===== src/rtl/seg7_pkg.sv =====
// Shared constants and helpers for the seven-segment scan driver.
// Segment patterns are {g,f,e,d,c,b,a}, active-low (0 = segment lit).
package seg7_pkg;

  localparam int         SEG7_MAX_DIGITS = 8;
  localparam logic [6:0] SEG_BLANK       = 7'h7F;
  localparam logic [6:0] SEG_ZERO        = 7'h40;

  // Hex nibble to active-low segment pattern for a common-anode digit.
  function automatic logic [6:0] seg7_encode(input logic [3:0] nibble);
    logic [6:0] seg;
    case (nibble)
      4'h0:    seg = 7'h40;
      4'h1:    seg = 7'h79;
      4'h2:    seg = 7'h24;
      4'h3:    seg = 7'h30;
      4'h4:    seg = 7'h19;
      4'h5:    seg = 7'h12;
      4'h6:    seg = 7'h02;
      4'h7:    seg = 7'h78;
      4'h8:    seg = 7'h00;
      4'h9:    seg = 7'h18;
      4'hA:    seg = 7'h08;
      4'hB:    seg = 7'h03;
      4'hC:    seg = 7'h27;
      4'hD:    seg = 7'h21;
      4'hE:    seg = 7'h06;
      default: seg = 7'h0E;
    endcase
    return seg;
  endfunction

  // The digit bank supports between one and eight digits.
  function automatic bit seg7_digits_legal(input int digits);
    return (digits >= 1) && (digits <= SEG7_MAX_DIGITS);
  endfunction

endpackage


===== src/rtl/seg7_decode.sv =====
// Combinational nibble-to-segment decoder (active-low segments).
module seg7_decode
  import seg7_pkg::*;
(
  input  logic [3:0] nibble_i,
  output logic [6:0] seg_o
);

  // Pure table lookup; no state.
  assign seg_o = seg7_encode(nibble_i);

endmodule


===== src/rtl/seg7_scan_driver.sv =====
// Time-multiplexed seven-segment scan driver with frame-aligned double
// buffering. Loads land in a shadow register and are committed to the
// displayed value only at a frame boundary, so a scan never tears.
// Optional build macro: SEG7_LZ_BLANK_EN enables leading-zero suppression
// (digit 0 is never suppressed; suppression ORs with blank_mask).
module seg7_scan_driver
  import seg7_pkg::*;
#(
  parameter int DIGITS   = 4,
  parameter int SCAN_DIV = 50000
) (
  input  logic                  clk,
  input  logic                  rst_n,
  input  logic [4*DIGITS-1:0]   value,
  input  logic                  load,
  input  logic [DIGITS-1:0]     blank_mask,
  output logic [DIGITS-1:0]     scan,
  output logic [6:0]            HEX,
  output logic                  frame,
  output logic                  pending
);

  localparam int CW = (SCAN_DIV > 1) ? $clog2(SCAN_DIV) : 1;
  localparam int IW = (DIGITS > 1) ? $clog2(DIGITS) : 1;
  localparam logic [CW-1:0] COUNT_LAST = CW'(SCAN_DIV - 1);
  localparam logic [IW-1:0] IDX_LAST   = IW'(DIGITS - 1);

  generate
    if (!seg7_digits_legal(DIGITS)) begin : g_bad_digits
      $error("seg7_scan_driver: DIGITS must be in 1..8");
    end
    if (SCAN_DIV < 1) begin : g_bad_div
      $error("seg7_scan_driver: SCAN_DIV must be at least 1");
    end
  endgenerate

  logic [CW-1:0]         count_q, count_d;
  logic [IW-1:0]         idx_q, idx_d;
  logic [4*DIGITS-1:0]   shadow_q, shadow_d;
  logic [4*DIGITS-1:0]   disp_q, disp_d;
  logic                  pending_q, pending_d;
  logic                  frame_q, frame_d;
  logic [DIGITS-1:0]     scan_q, scan_d;
  logic [6:0]            hex_q, hex_d;

  logic                  tick;
  logic                  boundary;
  logic [DIGITS-1:0]     idx_onehot;
  logic [DIGITS-1:0]     lz_blank;
  logic                  blank_hit;
  logic [3:0]            sel_nib;
  logic [6:0]            sel_seg;

  assign tick     = (count_q == COUNT_LAST);
  assign boundary = tick && (idx_q == IDX_LAST);

  // One-hot select for the slot that starts on this edge.
  for (genvar gi = 0; gi < DIGITS; gi++) begin : g_onehot
    assign idx_onehot[gi] = (idx_d == IW'(gi));
  end

`ifdef SEG7_LZ_BLANK_EN
  // Digit i>0 goes dark when it and every higher nibble are zero.
  assign lz_blank[0] = 1'b0;
  for (genvar gi = 1; gi < DIGITS; gi++) begin : g_lz
    assign lz_blank[gi] = (disp_d[4*DIGITS-1:4*gi] == '0);
  end
`else
  assign lz_blank = '0;
`endif

  assign blank_hit = |((blank_mask | lz_blank) & idx_onehot);

  // Pick the nibble of the (possibly just committed) value for the new slot.
  always_comb begin
    sel_nib = '0;
    for (int i = 0; i < DIGITS; i++) begin
      if (idx_onehot[i]) begin
        sel_nib = sel_nib | disp_d[4*i +: 4];
      end
    end
  end

  seg7_decode u_decode (
    .nibble_i (sel_nib),
    .seg_o    (sel_seg)
  );

  // Next-state: prescaler, digit index, shadow/commit, and slot outputs.
  always_comb begin
    count_d   = tick ? '0 : count_q + 1'b1;
    idx_d     = idx_q;
    shadow_d  = load ? value : shadow_q;
    disp_d    = disp_q;
    pending_d = pending_q;
    frame_d   = boundary;
    scan_d    = scan_q;
    hex_d     = hex_q;

    if (tick) begin
      idx_d = (idx_q == IDX_LAST) ? '0 : idx_q + 1'b1;
    end

    // A load coincident with the boundary bypasses the shadow.
    if (boundary) begin
      pending_d = 1'b0;
      if (load) begin
        disp_d = value;
      end else if (pending_q) begin
        disp_d = shadow_q;
      end
    end else if (load) begin
      pending_d = 1'b1;
    end

    // Outputs only change at slot edges, so blank_mask is effectively
    // sampled once per slot.
    if (tick) begin
      scan_d = idx_onehot;
      hex_d  = blank_hit ? SEG_BLANK : sel_seg;
    end
  end

  // State registers with asynchronous active-low reset.
  always_ff @(posedge clk or negedge rst_n) begin
    if (!rst_n) begin
      count_q   <= '0;
      idx_q     <= '0;
      shadow_q  <= '0;
      disp_q    <= '0;
      pending_q <= 1'b0;
      frame_q   <= 1'b0;
      scan_q    <= DIGITS'(1);
      hex_q     <= SEG_ZERO;
    end else begin
      count_q   <= count_d;
      idx_q     <= idx_d;
      shadow_q  <= shadow_d;
      disp_q    <= disp_d;
      pending_q <= pending_d;
      frame_q   <= frame_d;
      scan_q    <= scan_d;
      hex_q     <= hex_d;
    end
  end

  assign scan    = scan_q;
  assign HEX     = hex_q;
  assign frame   = frame_q;
  assign pending = pending_q;

endmodule


===== config.mk =====
export PLATFORM = sky130hd
export DESIGN_NAME = seg7_scan_driver
export DESIGN_NICKNAME = d
export VERILOG_FILES = /design/src/rtl/seg7_pkg.sv /design/src/rtl/seg7_decode.sv /design/src/rtl/seg7_scan_driver.sv
export SDC_FILE = /design/constraint.sdc
export NUM_CORES = 1
export LEC_CHECK = 0
export CORE_MARGIN = 2
export CORE_UTILIZATION = 35
export DETAILED_ROUTE_END_ITERATION = 12
export GPL_TIMING_DRIVEN = 0
export PLACE_DENSITY = 0.54
export SLEW_MARGIN = 25
export SYNTH_ARGS = -nofsm -noshare
export SYNTH_HDL_FRONTEND = slang
export SYNTH_HIERARCHICAL = 1
export SYNTH_SLANG_ARGS = --single-unit
export TNS_END_PERCENT = 1

===== constraint.sdc =====
create_clock -name clk -period 4.45 [get_ports clk]
set_input_delay 0.89 -clock clk [delete_from_list [all_inputs] [get_ports clk]]
set_output_delay 0.89 -clock clk [all_outputs]
set_load 0.01 [all_outputs]

# ---- Word-level counts from Yosys, hierarchy flattened
# Memories as Yosys holds them, arrays and structs flattened.
# Index checks and enable logic that the tools add are counted.
dict set report word_totals {
  regBits 63
  romBits 112
  inputBits 23
  out_inout_bits 13
  wordCells 37
  n_memories 1
}
# name depth width read_ports rd_ports_with_merged_regs write_ports line_no
set mem_list {}
lappend mem_list {{(name not given)} 16 7 1 0 0 seg7_pkg.sv:12} ;# case (nibble)
dict set report classes {
  add_sub_neg 2
  eq_ne 5
  muxes 13
  bitwise_logic 4
  reduce_logical 4
}
# cell n
set op_table {}
lappend op_table {{$mux W16} 4}
lappend op_table {{$add A16 B1 Y16 const B} 1}
lappend op_table {{$eq A16 B16 Y1 const B} 1}
lappend op_table {{$mux W4} 4}
lappend op_table {{$or A4 B4 Y4} 3}
lappend op_table {{$mux W7} 1}
lappend op_table {{$eq A2 B2 Y1 const B} 3}
lappend op_table {{$and A4 B4 Y4} 1}
lappend op_table {{$mux W2} 2}
lappend op_table {{$reduce_or A4 Y1} 1}
lappend op_table {{$add A2 B1 Y2 const B} 1}
lappend op_table {{$eq A2 B1 Y1 const B} 1}
lappend op_table {{$logic_not A2 Y1} 1}
lappend op_table {{$mux W1} 2}
lappend op_table {{$reduce_bool A2 Y1} 1}
lappend op_table {{$logic_and A1 B1 Y1} 1}

# ---- Longest topological paths before layout
# Gate-level depths: netlist of run 1.
# An unclocked memory read counts as a cell.
dict set report depth {
  ltp_word 13
  mapped_depth 16
  ltp_nobuf 15
}

# ---- Modules after synthesis
# Netlist of run 1, hierarchy kept.
# module n_inst cells_each area_per_inst_um2 seq_area_each_um2
set modules_own_cells {}
lappend modules_own_cells {seg7_scan_driver 1 220 2702.6 1579.0}
lappend modules_own_cells {seg7_decode 1 31 230.2 0.0}

# ---- Least setup slack after synthesis of run 1
# No wires, ideal clock.
dict set report synth_path {
  path_type {register to register}
  from {reg count_q[7]}
  to {reg hex_q[1], in the netlist HEX[1]}
  setup_ns 0.124
  arrival_ns 3.512
  t_required_ns 4.326
  setup_slack_ns 0.814
  path_stages_with_launch 16
  n_path_buf 2
  period_less_slack_ns 3.636
  cell_sequence {dfrtp_1 > or4b_1 > or4_4 > or3_1 > buf_6 > buf_6 > mux2_4 > a22oi_1 > nand3b_1 > inv_1 > ha_1 > nand2b_2 > o21ai_0 > a32o_1 > nor2_1 > a21oi_1}
}
dict set report synth_between {
  word_cells_on_any_way 19
  classes_between {eq/ne: 4; mux: 7; bitwise: 4; reduce/logical: 3; memory: 1}
}
# element line_no
set synth_rtl {}
lappend synth_rtl {{from (decl)} seg7_scan_driver.sv:37} ;# logic [CW-1:0] count_q, count_d;
lappend synth_rtl {{from (signal assigned)} seg7_scan_driver.sv:136} ;# count_q <= count_d;
lappend synth_rtl {{$eq A16 B16 Y1} seg7_scan_driver.sv:54} ;# assign tick = (count_q == COUNT_LAST);
lappend synth_rtl {{$logic_and A1 B1 Y1} seg7_scan_driver.sv:55} ;# assign boundary = tick && (idx_q == IDX_LAST);
lappend synth_rtl {{$mux W16} seg7_scan_driver.sv:105} ;# if (boundary) begin
lappend synth_rtl {{net disp_d[13]} seg7_scan_driver.sv:40} ;# logic [4*DIGITS-1:0] disp_q, disp_d;
lappend synth_rtl {{$or A4 B4 Y4} seg7_scan_driver.sv:79} ;# sel_nib = sel_nib | disp_d[4*i +: 4];
lappend synth_rtl {{$mux W4} seg7_scan_driver.sv:78} ;# if (idx_onehot[i]) begin
lappend synth_rtl {{net sel_nib[1]} seg7_scan_driver.sv:51} ;# logic [3:0] sel_nib;
lappend synth_rtl {{$mem_v2 Z16 W7} n/a}
lappend synth_rtl {{net sel_seg[1]} seg7_scan_driver.sv:52} ;# logic [6:0] sel_seg;
lappend synth_rtl {{$mux W7} seg7_scan_driver.sv:120} ;# hex_d = blank_hit ? SEG_BLANK : sel_seg;
lappend synth_rtl {{to (signal assigned)} seg7_scan_driver.sv:134} ;# hex_q <= SEG_ZERO;
lappend synth_rtl {{to (signal assigned)} seg7_scan_driver.sv:143} ;# hex_q <= hex_d;
lappend synth_rtl {{to (decl)} seg7_scan_driver.sv:44} ;# logic [6:0] hex_q, hex_d;
# The timed path passes the listed nets, and every way through them passes these cells.
# A chain may end at the register's enable or synchronous reset.

# ---- Worst setup path after layout of run 1
dict set report layout_path {
  from {reg count_q[7]}
  to {reg hex_q[0], in the netlist HEX[0]}
}
dict set report layout_between {
  elab_chain_len 12
  word_cells_on_any_way 19
  classes_between {eq/ne: 4; mux: 7; bitwise: 4; reduce/logical: 3; memory: 1}
}
# element line_no
set layout_lines {}
lappend layout_lines {{$eq A16 B16 Y1 (*)} seg7_scan_driver.sv:54}
lappend layout_lines {{$mux W2 (*)} seg7_scan_driver.sv:100} ;# if (tick) begin
lappend layout_lines {{net idx_d[0]} seg7_scan_driver.sv:38} ;# logic [IW-1:0] idx_q, idx_d;
lappend layout_lines {{$logic_not A2 Y1} seg7_scan_driver.sv:59} ;# assign idx_onehot[gi] = (idx_d == IW'(gi));
lappend layout_lines {{$mux W4} seg7_scan_driver.sv:78}
lappend layout_lines {{$or A4 B4 Y4} seg7_scan_driver.sv:79}
lappend layout_lines {{$mux W4} seg7_scan_driver.sv:78}
lappend layout_lines {{$or A4 B4 Y4} seg7_scan_driver.sv:79}
lappend layout_lines {{$mux W4} seg7_scan_driver.sv:78}
lappend layout_lines {{$or A4 B4 Y4} seg7_scan_driver.sv:79}
lappend layout_lines {{$mux W4 (*)} seg7_scan_driver.sv:78}
lappend layout_lines {{net sel_nib[1]} seg7_scan_driver.sv:51}
lappend layout_lines {{$mem_v2 Z16 W7 (*)} n/a}
lappend layout_lines {{net sel_seg[0]} seg7_scan_driver.sv:52}
lappend layout_lines {{$mux W7 (*)} seg7_scan_driver.sv:120}
# The timed path passes the listed nets; every way through them passes the cells marked *.

==> results_dict.tcl, run 1 <==
set metrics [dict create \
    status "completed" \
    startpoint "count_q[7]$_DFF_PN0_" \
    yosys_most_used_dff "dfrtp_1" \
    cts.sinks 63 \
    fin_crit_sh_pct 90.54 \
    grt_use_total_pct 14.14 \
    die_w_um 95.54 \
    drc 0 \
    cap_violations 0 \
    h-tree-depth 3 \
    grt_max_degree 40 \
    multi_input_area_um2 1269 \
    syn-cell-area_um2 2933 \
    vias_per_cell 4.823 \
    path_cells "or4b_1 -> or4_1 -> clkbuf_1 -> mux2i_1 -> inv_2 -> nor2_1 -> a21boi_1 -> nand3b_1 -> inv_1 -> ha_1 -> mux4_2 -> nor2_1 -> a21oi_1" \
    vdd_drop_max_mv 0.1439 \
    clock_latency_ns 0.33 \
    avgSynthCellArea_um2 11.68 \
    fp.dieArea_um2 9128 \
    gp_congestion 0.7376 \
    setup_slack_ns 0.4208 \
    fin_skew_ns 0.008350 \
    grt_pass1_wl_mm 9.680 \
    maxSlewHeadroom_pct 55.25 \
    clkTransAtPathRegs_ns 0.07 \
    min_path_type "input pin to async pin" \
    setup_viol 0 \
    dp_slack_ns 0.3782 \
    worst_ep_arrival_time_ns 4.24 \
    ys_seq_elements 63 \
    cts_hold_buf 0 \
    cts_tree "done" \
    drv_slew 0 \
    critPathMaxFanout 9 \
    synth_warnings 6 \
    critPathCaptureType "register" \
    rsz0062_at_grt "no" \
    power.clock.fraction_pct 44.9 \
    drive_gt1_share_pct 18.94 \
    p_int_mw 1.005 \
    hold_ws_ns 0.4494 \
    fmax_ghz 0.2482 \
    fillers 756 \
    root_buffer "clkbuf_8" \
    final_nets 327 \
    swShare_pct 20.51 \
    synth_fp_nets 281 \
    diodes 0 \
    port_buffers 34 \
    cp_slowest_stage_delay_ns 0.59 \
    hpwlAfterDp_mm 3.999 \
    finalWirelength_mm 5.528 \
    switchingPower_uw 259.3 \
    netlist.area_leader.share_pct 52.05 \
    pwr-share-comb_pct 7.5 \
    powerDensity_nw_per_um2 345.5 \
    critPathKind "register to register" \
    antenna_found_initial 0 \
    start_kind "register" \
    drtPass1Iterations 4 \
    synthCells 251 \
    synth_top_area_cell "dfrtp_1" \
    chipHeight_um 95.54 \
    wl_per_cell_um 13.62 \
    core_um2 8175 \
    ys_types 43 \
    grt_overflow 0 \
    timing.rr.start "count_q[7]$_DFF_PN0_" \
    syn2layout_area_growth_pct 24.74 \
    synthTopCellsByArea "dfrtp_1, mux2_2, mux2_4, nor2_1, ha_1" \
    period_needed_ns 4.029 \
    synth_edf_count 0 \
    post-cts-setup-buffer-count 0 \
    ys_seq_area_share_pct 53.84 \
    via_count 1958 \
    power.leakage_nw 1.715 \
    crit_top_cell "nor2_1" \
    ant_nets 0 \
    rows 33 \
    regArea_um2 1579 \
    grt_pass1_vias 2072 \
    io_pins 36 \
    drt-initial-drc-count 57 \
    required_ns 4.66 \
    start_util_pct 35.87 \
    hold_violations 0 \
    clock_path_buffers 2 \
    rr_worst_depth 13 \
    cts_buffers 9 \
    tns_ns 0 \
    slowest_stage "or4b_1" \
    postCtsResizedCells 0 \
    pwr-share-seq_pct 47.6 \
    tightest_slew_ns 0.6657 \
    synth-async-reset-ratio_pct 100.0 \
]
## state kept, by name (all words and copies together), names as in the netlist
register and count:
count_q 16, frame 1, disp_q 16, scan 4, idx_q 2, pending 1
HEX 7, shadow_q 16
## logic make-up (layout without fill, tap and decap cells)
| kind of cell | Yosys count | count (layout) | share of synthesized area (%) |
|---|---|---|---|
| muxes | 39 | 39 | 16.21 |
| xor gates and xnor gates | 13 | 13 | 3.882 |
| buffers and inverters | 18 | 68 | 3.114 |
| DFF | 63 | 63 | 53.84 |
| AOI/OAI and AO/OA | 30 | 30 | 6.442 |
| adders and majority gates | 7 | 7 | 2.986 |
| and+or+nand+nor | 81 | 81 | 13.52 |
## cell usage after synthesis, types with 4 or more instances
| cell type | number |
|---|---|
| dfrtp_1 | 61 |
| nor2_1 | 36 |
| mux2_2 | 20 |
| nand2_1 | 12 |
| a21oi_1 | 11 |
| nand3_1 | 10 |
| mux2_4 | 9 |
| inv_1 | 8 |
| ha_1 | 7 |
| mux2i_1 | 7 |
| xnor2_1 | 7 |
| o21ai_0 | 6 |
| xor2_1 | 6 |
| and2_1 | 4 |
| and3_1 | 4 |
| clkbuf_1 | 4 |
## per-layer routing
layer,vias to the layer above,global-route usage [%],part of all wire [%]
met5,-,0,0
met3,9,3.241,3.2
li1,961,-,-
met4,0,7.262,2.2
met2,30,21.74,44
met1,958,18.65,51
## power groups by stage
stage	clock, mW	sequential (mW)	combinational (mW)
CTS	0.584	0.602	0.0974
detailed placement	0	0.613	0.0968
global placement	0	0.612	0.0942
global route	0.605	0.604	0.107
floorplan	0	0.612	0.0476
finish	0.567	0.602	0.0947
## final cells by class
| class | count | area share, % |
|---|---|---|
| Timing Repair Buffer | 35 | 9.781 |
| Sequential cell | 63 | 43.16 |
| Clock buffer | 12 | 4.514 |
| Multi-Input combinational cell | 170 | 34.68 |
| Clock inverter | 3 | 1.778 |
| Tap cell | 105 | 3.591 |
| Buffer | 9 | 1.573 |
| Inverter | 9 | 0.9234 |
## through the flow
step	power (mW)	std cells	instance area, um2	util, %
CTS	1.283	406	3659	44.75
global route	1.316	406	3659	44.75
finish	1.264	406	3659	44.75
global placement	0.7061	390	3405	41.64
detailed placement	0.7096	391	3428	41.93
floorplan	0.6599	251	2933	-
## path summary, 6_finish.rpt
path	end	slack (ns)
max reg2reg	HEX[0]$_DFFE_PN0N_	0.42
min in group clk	count_q[0]$_DFF_PN0_	0.46
max	HEX[0]$_DFFE_PN0N_	0.42
min reg2reg	count_q[0]$_DFF_PN0_	0.46
min	shadow_q[15]$_DFFE_PN0P_	0.45
max in group asynchronous	scan[0]$_DFFE_PN1N_	3.42
## cell usage in the layout, fill, tap and decap left out, types with 3 or more instances in the layout
cell	Yosys	routed
a21oi_1	11	11
a22oi_1	3	3
and2_1	4	4
and3_1	4	4
buf_6	3	3
clkbuf_1	4	4
clkbuf_8	0	12
clkdlybuf4s50_1	0	33
dfrtp_1	61	61
ha_1	7	7
inv_1	8	8
mux2_2	20	20
mux2_4	9	9
mux2i_1	7	7
nand2_1	12	12
nand3_1	10	10
nor2_1	36	36
o21ai_0	6	6
xnor2_1	7	7
xor2_1	6	6
## critical path, delay by kind of cell (launching register included)
kind	cells	cell delay, ns
AND/OR/NAND/NOR	5	1.64
multiplexers	2	0.82
buffers and inverters	3	0.51
flip-flops	1	0.42
AO/OA/AOI/OAI	2	0.26
adder cells (fa/ha/maj)	1	0.25
(Power assumes the default switching activity.)
==> inputs of run 2 (changes only) <==
CORE_UTILIZATION = 55   (was 35)
DONT_BUFFER_PORTS = 1   (was unset)
PLACE_DENSITY = 0.7   (was 0.54)
SKIP_LAST_GASP = 1   (was unset)
==> results_dict.tcl, run 2 (synthesized netlist as in run 1, its figures left out) <==
set metrics [dict create \
    ant_nets 0 \
    drc 0 \
    drive_gt1_share_pct 20.97 \
    status "completed" \
    clkTransAtPathRegs_ns 0.07 \
    io_pins 36 \
    antenna_found_initial 0 \
    syn2layout_area_growth_pct 12.37 \
    critPathMaxFanout 10 \
    crit_top_cell "buf_6" \
    tns_ns 0 \
    vias_per_cell 5.460 \
    root_buffer "clkbuf_8" \
    drtPass1Iterations 4 \
    top_regs "count_q (16), disp_q (16), shadow_q (16)" \
    setup_viol 0 \
    regArea_um2 1579 \
    required_ns 4.67 \
    start_util_pct 57.06 \
    cts_hold_buf 0 \
    vdd_drop_max_mv 0.2713 \
    path_buf_inv 3 \
    cp_slowest_stage_delay_ns 0.59 \
    grt_overflow 0 \
    start_kind "register" \
    tightest_slew_ns 0.6264 \
    fp.dieArea_um2 5933 \
    rows 26 \
    rsz0062_at_grt "no" \
    setup_slack_ns 0.4203 \
    post-cts-setup-buffer-count 0 \
    drt-initial-drc-count 91 \
    fin_crit_sh_pct 90.55 \
    power.leakage_nw 1.585 \
    final_common_cell "dfrtp_1" \
    path_cells "or4b_1 -> or4_4 -> or3_1 -> buf_6 -> buf_6 -> mux2_4 -> a22oi_1 -> nand3b_1 -> inv_1 -> ha_1 -> nand2b_2 -> o21ai_0 -> a32o_1 -> nor2_1 -> a21oi_1" \
    worst_ep_arrival_time_ns 4.25 \
    multi_input_area_um2 1269 \
    port_buffers 0 \
    gr-usage-met2_pct 32.37 \
    hold_violations 0 \
    slowest_stage "or4b_1" \
    grtUsageMet1_pct 27.81 \
    fin_skew_ns 0.007034 \
    gp_congestion 0.8799 \
    grt_max_degree 64 \
    grt_use_total_pct 20.88 \
    core_um2 5140 \
    die_w_um 77.03 \
    drv_slew 0 \
    period_needed_ns 4.030 \
    h-tree-depth 3 \
    critPathCaptureType "register" \
    powerDensity_nw_per_um2 400.2 \
    clock_latency_ns 0.33 \
    grt_busiest_layer "met2" \
    hpwlAfterDp_mm 3.628 \
    cap_violations 0 \
    cts_buffers 9 \
    finalWirelength_mm 5.427 \
    grt_util_met3_pct 5.647 \
    wl_per_cell_um 16.10 \
    layout_common_cells "dfrtp_1, nor2_1, mux2_2" \
    final_nets 292 \
    fmax_ghz 0.2482 \
    hold_ws_ns 0.2454 \
    postCtsResizedCells 0 \
    via_count 1840 \
    cts_tree "done" \
    fillers 438 \
    clock_path_buffers 2 \
    grt_pass1_wl_mm 9.632 \
    path_delay_family "simple AND/OR/NAND/NOR gates" \
    chipHeight_um 77.03 \
    critPathKind "register to register" \
    maxSlewHeadroom_pct 57.89 \
    cts.sinks 63 \
    dp_slack_ns 0.3826 \
    grt_pass1_vias 2009 \
    min_path_type "input pin to async pin" \
    diodes 0 \
]
run 2: cell count changes in the layout (fill, tap and decap cells not counted), sizes merged:
cell and change:
clkdlybuf4s50 -33, clkbuf -3, clkinv +1, bufinv +2, clkinvlp +1, buf -2
run 2: worst paths after layout:
| check | startpoint | end | slack [ns] | depth (start not counted) |
|---|---|---|---|---|
| max | count_q[11]$_DFF_PN0_ | HEX[1]$_DFFE_PN0N_ | 0.42 | 15 |
| min | rst_n | shadow_q[13]$_DFFE_PN0P_ | 0.25 | 0 |
| max reg2reg | count_q[11]$_DFF_PN0_ | HEX[1]$_DFFE_PN0N_ | 0.42 | 15 |
| min reg2reg | count_q[0]$_DFF_PN0_ | count_q[0]$_DFF_PN0_ | 0.46 | 1 |
| max in group asynchronous | rst_n | scan[0]$_DFFE_PN1N_ | 4.00 | 0 |
| min in group clk | count_q[0]$_DFF_PN0_ | count_q[0]$_DFF_PN0_ | 0.46 | 1 |
run 2: layout make-up:
class,count,share of cell area [%]
clock buffers,9,3.759
well taps,70,2.658
multi-input cells,170,38.50
flip-flops and latches,63,47.91
inverters,9,1.025
plain buffers,9,1.746
clock inverters,7,4.404
run 2: routing by layer:
metal / vias up / routed length (um)
li1: 893 / -
met5: - / 0
met4: 0 / 89
met2: 40 / 2498
met3: 9 / 249
met1: 898 / 2591
run 2: power by group:
group	internal, mW	switching [mW]	total (mW)
Combinational	0.0298	0.0273	0.0571
Sequential	0.595	0.00850	0.604
Clock	0.430	0.228	0.658
Total	1.06	0.264	1.32
run 2: worst register-to-register path: stages, from the launching register on:
cell and delay (ns):
dfrtp_1 0.43, or4b_1 0.59, or4_4 0.46, or3_1 0.37
buf_6 0.16, buf_6 0.15, mux2_4 0.31, a22oi_1 0.16
nand3b_1 0.24, inv_1 0.22, ha_1 0.28, nand2b_2 0.08
o21ai_0 0.08, a32o_1 0.21, nor2_1 0.09, a21oi_1 0.07
run 2: per-stage QoR:
stage | instances | total power, mW | util [%] | area (um2)
floorplan | 251 | 0.6599 | - | 2933
global placement | 321 | 0.6692 | 58.76 | 3020
detailed placement | 321 | 0.6719 | 58.76 | 3020
CTS | 337 | 1.331 | 64.00 | 3289
global route | 337 | 1.362 | 64.12 | 3296
finish | 337 | 1.319 | 64.12 | 3296
==> inputs of run 3 (changes only) <==
==> constraint.sdc (replaced) <==
create_clock -name clk -period 5.2 [get_ports clk]
set_input_delay 1.04 -clock clk [delete_from_list [all_inputs] [get_ports clk]]
set_output_delay 1.04 -clock clk [all_outputs]
set_load 0.005 [all_outputs]
==> results of run 3 <==
Same layout as run 2 (identical final DEF). Status: completed.
Among the figures that moved: setup slack after placement 0.3826 ns -> 0.9826 ns; setup slack after layout 0.4203 ns -> 1.170 ns; hold slack 0.2454 ns -> 0.3954 ns; register-to-register setup slack 0.42 ns -> 1.17 ns; total power 1.319 mW -> 1.128 mW; worst IR drop on VDD 0.2713 mV -> 0.2322 mV
